File: src/rtl/btb_predictor.sv
// btb_predictor
//   Fetch-stage branch predictor: a direct-mapped BTB whose entries each hold
//   a valid bit, tag, word target and a 2-bit saturating direction counter.
//   Lookup is combinational on the fetch PC. EXE-stage resolutions train the
//   table at the clock edge. Two 32-bit event counters support perf monitoring.
//
// Ports
//   clk, rst            clock; asynchronous active-high reset
//   if_vld, if_pc       fetch PC and its valid
//   pred_taken          lookup hit with counter in a taken state
//   pred_next_pc        predicted next fetch PC (target or PC+4)
//   upd_vld, upd_pc     resolved B-type branch and its PC
//   upd_taken           actual outcome
//   upd_target          resolved taken target
//   upd_mispred         EXE flush for this branch (qualified by upd_vld)
//   br_cnt              resolved-branch count
//   mispred_cnt         mispredicted-branch count
module btb_predictor #(
    parameter int IDX_W = 4
) (
    input  logic        clk,
    input  logic        rst,
    input  logic        if_vld,
    input  logic [31:0] if_pc,
    output logic        pred_taken,
    output logic [31:0] pred_next_pc,
    input  logic        upd_vld,
    input  logic [31:0] upd_pc,
    input  logic        upd_taken,
    input  logic [31:0] upd_target,
    input  logic        upd_mispred,
    output logic [31:0] br_cnt,
    output logic [31:0] mispred_cnt
);
    localparam int TAG_W = 32 - IDX_W - 2;
    localparam int NENT  = 1 << IDX_W;

    logic [NENT-1:0]  valid_q, valid_d;
    logic [TAG_W-1:0] tag_q [NENT];
    logic [TAG_W-1:0] tag_d [NENT];
    logic [29:0]      tgt_q [NENT];
    logic [29:0]      tgt_d [NENT];
    logic [1:0]       ctr_q [NENT];
    logic [1:0]       ctr_d [NENT];
    logic [31:0]      br_cnt_q, br_cnt_d;
    logic [31:0]      mis_cnt_q, mis_cnt_d;

    // Low address bits are architecturally zero; fold them here so lint sees them used.
    logic unused_lsbs;
    assign unused_lsbs = ^{upd_target[1:0], if_pc[1:0]};

    // ---------------- lookup ----------------
    logic [IDX_W-1:0] l_idx;
    logic [TAG_W-1:0] l_tag;
    logic             l_hit;
    logic [29:0]      l_seq;

    assign l_idx = if_pc[IDX_W+1:2];
    assign l_tag = if_pc[31:IDX_W+2];
    // rst gates the hit so outputs fall back immediately, even mid-cycle.
    assign l_hit = !rst && if_vld && valid_q[l_idx] && (tag_q[l_idx] == l_tag);
    assign l_seq = if_pc[31:2] + 30'd1;   // word increment wraps modulo 2^32

    assign pred_taken   = l_hit && ctr_q[l_idx][1];
    assign pred_next_pc = pred_taken ? {tgt_q[l_idx], 2'b00} : {l_seq, 2'b00};

    // ---------------- update ----------------
    logic [IDX_W-1:0] u_idx;
    logic [TAG_W-1:0] u_tag;
    logic             u_hit;

    assign u_idx = upd_pc[IDX_W+1:2];
    assign u_tag = upd_pc[31:IDX_W+2];
    assign u_hit = valid_q[u_idx] && (tag_q[u_idx] == u_tag);

    always_comb begin
        valid_d   = valid_q;
        tag_d     = tag_q;
        tgt_d     = tgt_q;
        ctr_d     = ctr_q;
        br_cnt_d  = br_cnt_q;
        mis_cnt_d = mis_cnt_q;
        if (upd_vld) begin
            br_cnt_d = br_cnt_q + 32'd1;
            if (upd_mispred) mis_cnt_d = mis_cnt_q + 32'd1;
            if (u_hit) begin
                if (upd_taken) begin
                    if (ctr_q[u_idx] != 2'b11) ctr_d[u_idx] = ctr_q[u_idx] + 2'd1;
                    tgt_d[u_idx] = upd_target[31:2];
                end else if (ctr_q[u_idx] != 2'b00) begin
                    ctr_d[u_idx] = ctr_q[u_idx] - 2'd1;
                end
            end else if (upd_taken) begin
                // Allocate over whatever occupied the slot, weakly taken.
                valid_d[u_idx] = 1'b1;
                tag_d[u_idx]   = u_tag;
                tgt_d[u_idx]   = upd_target[31:2];
                ctr_d[u_idx]   = 2'b10;
            end
        end
    end

    always_ff @(posedge clk or posedge rst) begin
        if (rst) begin
            valid_q   <= '0;
            br_cnt_q  <= '0;
            mis_cnt_q <= '0;
            for (int i = 0; i < NENT; i++) begin
                tag_q[i] <= '0;
                tgt_q[i] <= '0;
                ctr_q[i] <= 2'b01;
            end
        end else begin
            valid_q   <= valid_d;
            tag_q     <= tag_d;
            tgt_q     <= tgt_d;
            ctr_q     <= ctr_d;
            br_cnt_q  <= br_cnt_d;
            mis_cnt_q <= mis_cnt_d;
        end
    end

    assign br_cnt      = br_cnt_q;
    assign mispred_cnt = mis_cnt_q;

endmodule

File: config.mk
export PLATFORM = sky130hd
export DESIGN_NAME = btb_predictor
export DESIGN_NICKNAME = d
export VERILOG_FILES = /design/src/rtl/btb_predictor.sv
export SDC_FILE = /design/constraint.sdc
export NUM_CORES = 2
export LEC_CHECK = 0
export BUFFER_PORTS_ARGS = -buffer_cell sky130_fd_sc_hd__buf_2
export CORE_ASPECT_RATIO = 1.1
export CORE_MARGIN = 2
export CORE_UTILIZATION = 60
export DETAILED_ROUTE_END_ITERATION = 16
export PLACE_DENSITY = 0.78
export SYNTH_ARGS = -nofsm -noshare
export SYNTH_HDL_FRONTEND = slang
export SYNTH_SLANG_ARGS = --single-unit
File: constraint.sdc
create_clock -name clk -period 44.7 [get_ports clk]
set_clock_uncertainty 0.15 [all_clocks]
set_input_delay 13.41 -clock clk [delete_from_list [all_inputs] [get_ports clk]]
set_output_delay 13.41 -clock clk [all_outputs]
set_load 0.005 [all_outputs]
==> results.toml <==
[timing]
hold_viol_final = 0
max_freq_mhz = 30.90
tightest_slew_ns = 1.263
period_share_pct = 72.40
finalCriticalPeriod_ns = 32.36
drv_slew = 0
finalSetupViolCount = 0
max-slew-margin-rel_pct = 15.52
setup_tns_ns = 0
rsz0062_at_grt = "false"

[pwr]
power_leakage_uw = 0.02487
ir_drop_uv = 45.05
pwr_density_cell_nw_per_um2 = 45.85

[run_status]
status = "finished clean"

[setup_path]
end_kind = "output pin"
critPathLaunchType = "primary input"
worstPathMaxFanout = 55
crit-reg2reg-capture = "tag_q[203]"
crit_arrival_ns = 18.80
critPathRequiredTime_ns = 31.14
r2r_cells = 10
endpoint = "pred_next_pc[5]"
reg2reg_slack_ns = 40.08
rr_startpoint = "tag_q[9]"
critPathLaunch = "if_pc[2]"
critPathKind = "in -> out"

[floorplan]
die-area_sq_um = 86970
initial_core_util_pct = 60.73
die_w_microns = 281.4
core_sq_um = 83610
rows = 111
die_h_microns = 309.1
ios = 199

[final_layout]
area_delta_synth_final_pct = 9.818
final_common_cell = "dfrtp_1"
fillCellCount = 5913
layout.nets = 3687
drive_gt1_share_pct = 46.01
final_cell_mix = "dfrtp_1, mux2_2, mux4_2"
final_area_sq_um = 55760
finish.utilization_pct = 66.69

[synth]
netlist.area_leader.share_pct = 48.89
synth_top_cells_by_area = "dfrtp_1, mux2_2, mux4_2, nand2_1, xnor2_1"
synth_cell_types = 64
synth-seq-cells = 1008
ys_warn_count = 0
syn_area_sq_um = 50770
ys.flop_type = "dfrtp_1"
syn_avg_cell_area_sq_um = 14.35
synth-edff-count = 0
synth_top_cell_by_area = "dfrtp_1"
ys_async_sr_fraction_pct = 100.0
netlist_instances = 3538
ys_seq_area_share_pct = 49.72

[placed_design]
io_buffers = 190
gp_congestion = 0.8719
place_hpwl_microns = 77970
placed_area_sq_um = 52240

[cts]
numCtsBuffers = 101
clk_latency_ns = 0.68
ctsResizeCount = 0
htree_levels = 3
cts_buffer_depth = 3
cts_tree = "done"
cts_setup_buffers = 0
hold_buffers = 0
clkSinkCount = 1008
clock-root-buffer = "clkbuf_16"
clk_pin_slew_ns = 0.06

[global_routing]
track_usage_pct = 31.26
grt_pass1_wl_microns = 202900
grt_pass1_vias = 32672
overflow = 0
grt_max_degree = 185
antenna_found_initial = 15

[flow_run]
cap_violations = 0

[drt]
dr.pass1.iters = 6
drc = 0
routed-via-count = 31497
wirelength_microns = 132900
wl_per_cell_microns = 27.70
ant_nets = 0
drt_iter0_drc = 3152
viasPerCell = 6.563

[min_path]
min_path_type = "reg -> reg"
min_from = "tgt_q[361]"
[worst min path at each step]
stage	to	slack, ns	cells past startpoint
2_1_floorplan	tgt_q[419]	0.29	2
3_3_place_gp	tgt_q[393]	0.30	2
3_5_place_dp	tgt_q[361]	0.31	2
4_1_cts	tgt_q[361]	0.32	2
5_1_grt	mispred_cnt[25]	0.35	1
6_report	tgt_q[361]	0.32	2
[stage by stage]
stage                     total power, uW  hold WS (ns)  cells  setup slack, ns
after global placement               1648        0.3037   4607            12.32
after detailed placement             1674        0.3099   4607            12.28
after global routing                 2659        0.3481   4792            11.99
final                                2557        0.3222   4799            12.34
after floorplan                      1540        0.2909   3539            2.804
after CTS                            2564        0.3230   4790            12.27
[cells by family after synthesis]
kind of cell             Yosys count  share of synthesized area [%]
flip-flops                      1008                          49.72
buffers and inverters            319                          3.061
adder cells (fa/ha/maj)            5                         0.1232
AO/OA/AOI/OAI                    116                          1.720
multiplexers                    1306                          37.18
other                              1                       0.007386
AND/OR/NAND/NOR                  635                          5.633
XOR/XNOR                         148                          2.553
[report_power, final]
group | total (uW) | switching (uW) | internal [uW]
logic | 474 | 198 | 276
clock network | 892 | 366 | 526
registers | 1190 | 109 | 1080
total | 2560 | 673 | 1880
[cell type report]
| cell class | instances | area, sq um | area share (%) |
|---|---|---|---|
| clock buffers | 147 | 2983 | 5.350 |
| repair buffers | 239 | 1396 | 2.504 |
| clock inverters | 36 | 510.5 | 0.9155 |
| multi-input cells | 2212 | 24110 | 43.25 |
| diodes | 9 | 22.52 | 0.04039 |
| inverters | 18 | 75.07 | 0.1346 |
| well taps | 1130 | 1414 | 2.536 |
| flip-flops and latches | 1008 | 25240 | 45.27 |
[synth_stat cells, types with 17 or more instances]
library cell,n
buf_1,30
buf_4,17
nand2b_1,22
a21oi_1,27
nand2_1,357
a22oi_1,26
nand4_1,25
xor2_1,44
buf_2,41
clkbuf_1,182
nand3_1,48
xnor2_1,104
nor2_1,88
mux2_2,845
buf_6,30
mux2i_1,79
dfrtp_1,992
mux4_2,366
inv_1,17
[state kept, by name, summed over array words and instances, names as in the netlist]
register	flops
tgt_q	480
tag_q	416
br_cnt	32
ctr_q	32
mispred_cnt	32
valid_q	16
[routing by layer]
metal | vias up | wire, microns | GRT usage (%)
li1 | 13132 | - | -
met1 | 16828 | 53910 | 43.32
met2 | 1233 | 62940 | 49.11
met3 | 290 | 11150 | 6.888
met4 | 14 | 4838 | 11.54
met5 | - | 96 | 0
[worst max-delay path, stage by stage]
cell and delay (ns):
buf_8 0.48, buf_4 0.77, mux4_2 0.60, mux4_2 0.61
xnor2_1 0.24, nand4_1 0.12, or4_1 0.47, or4_2 1.14
nor3_1 0.32, a21oi_1 0.07, o22a_1 0.29, buf_2 0.15
Note: power is estimated with default switching activity, not from simulation.
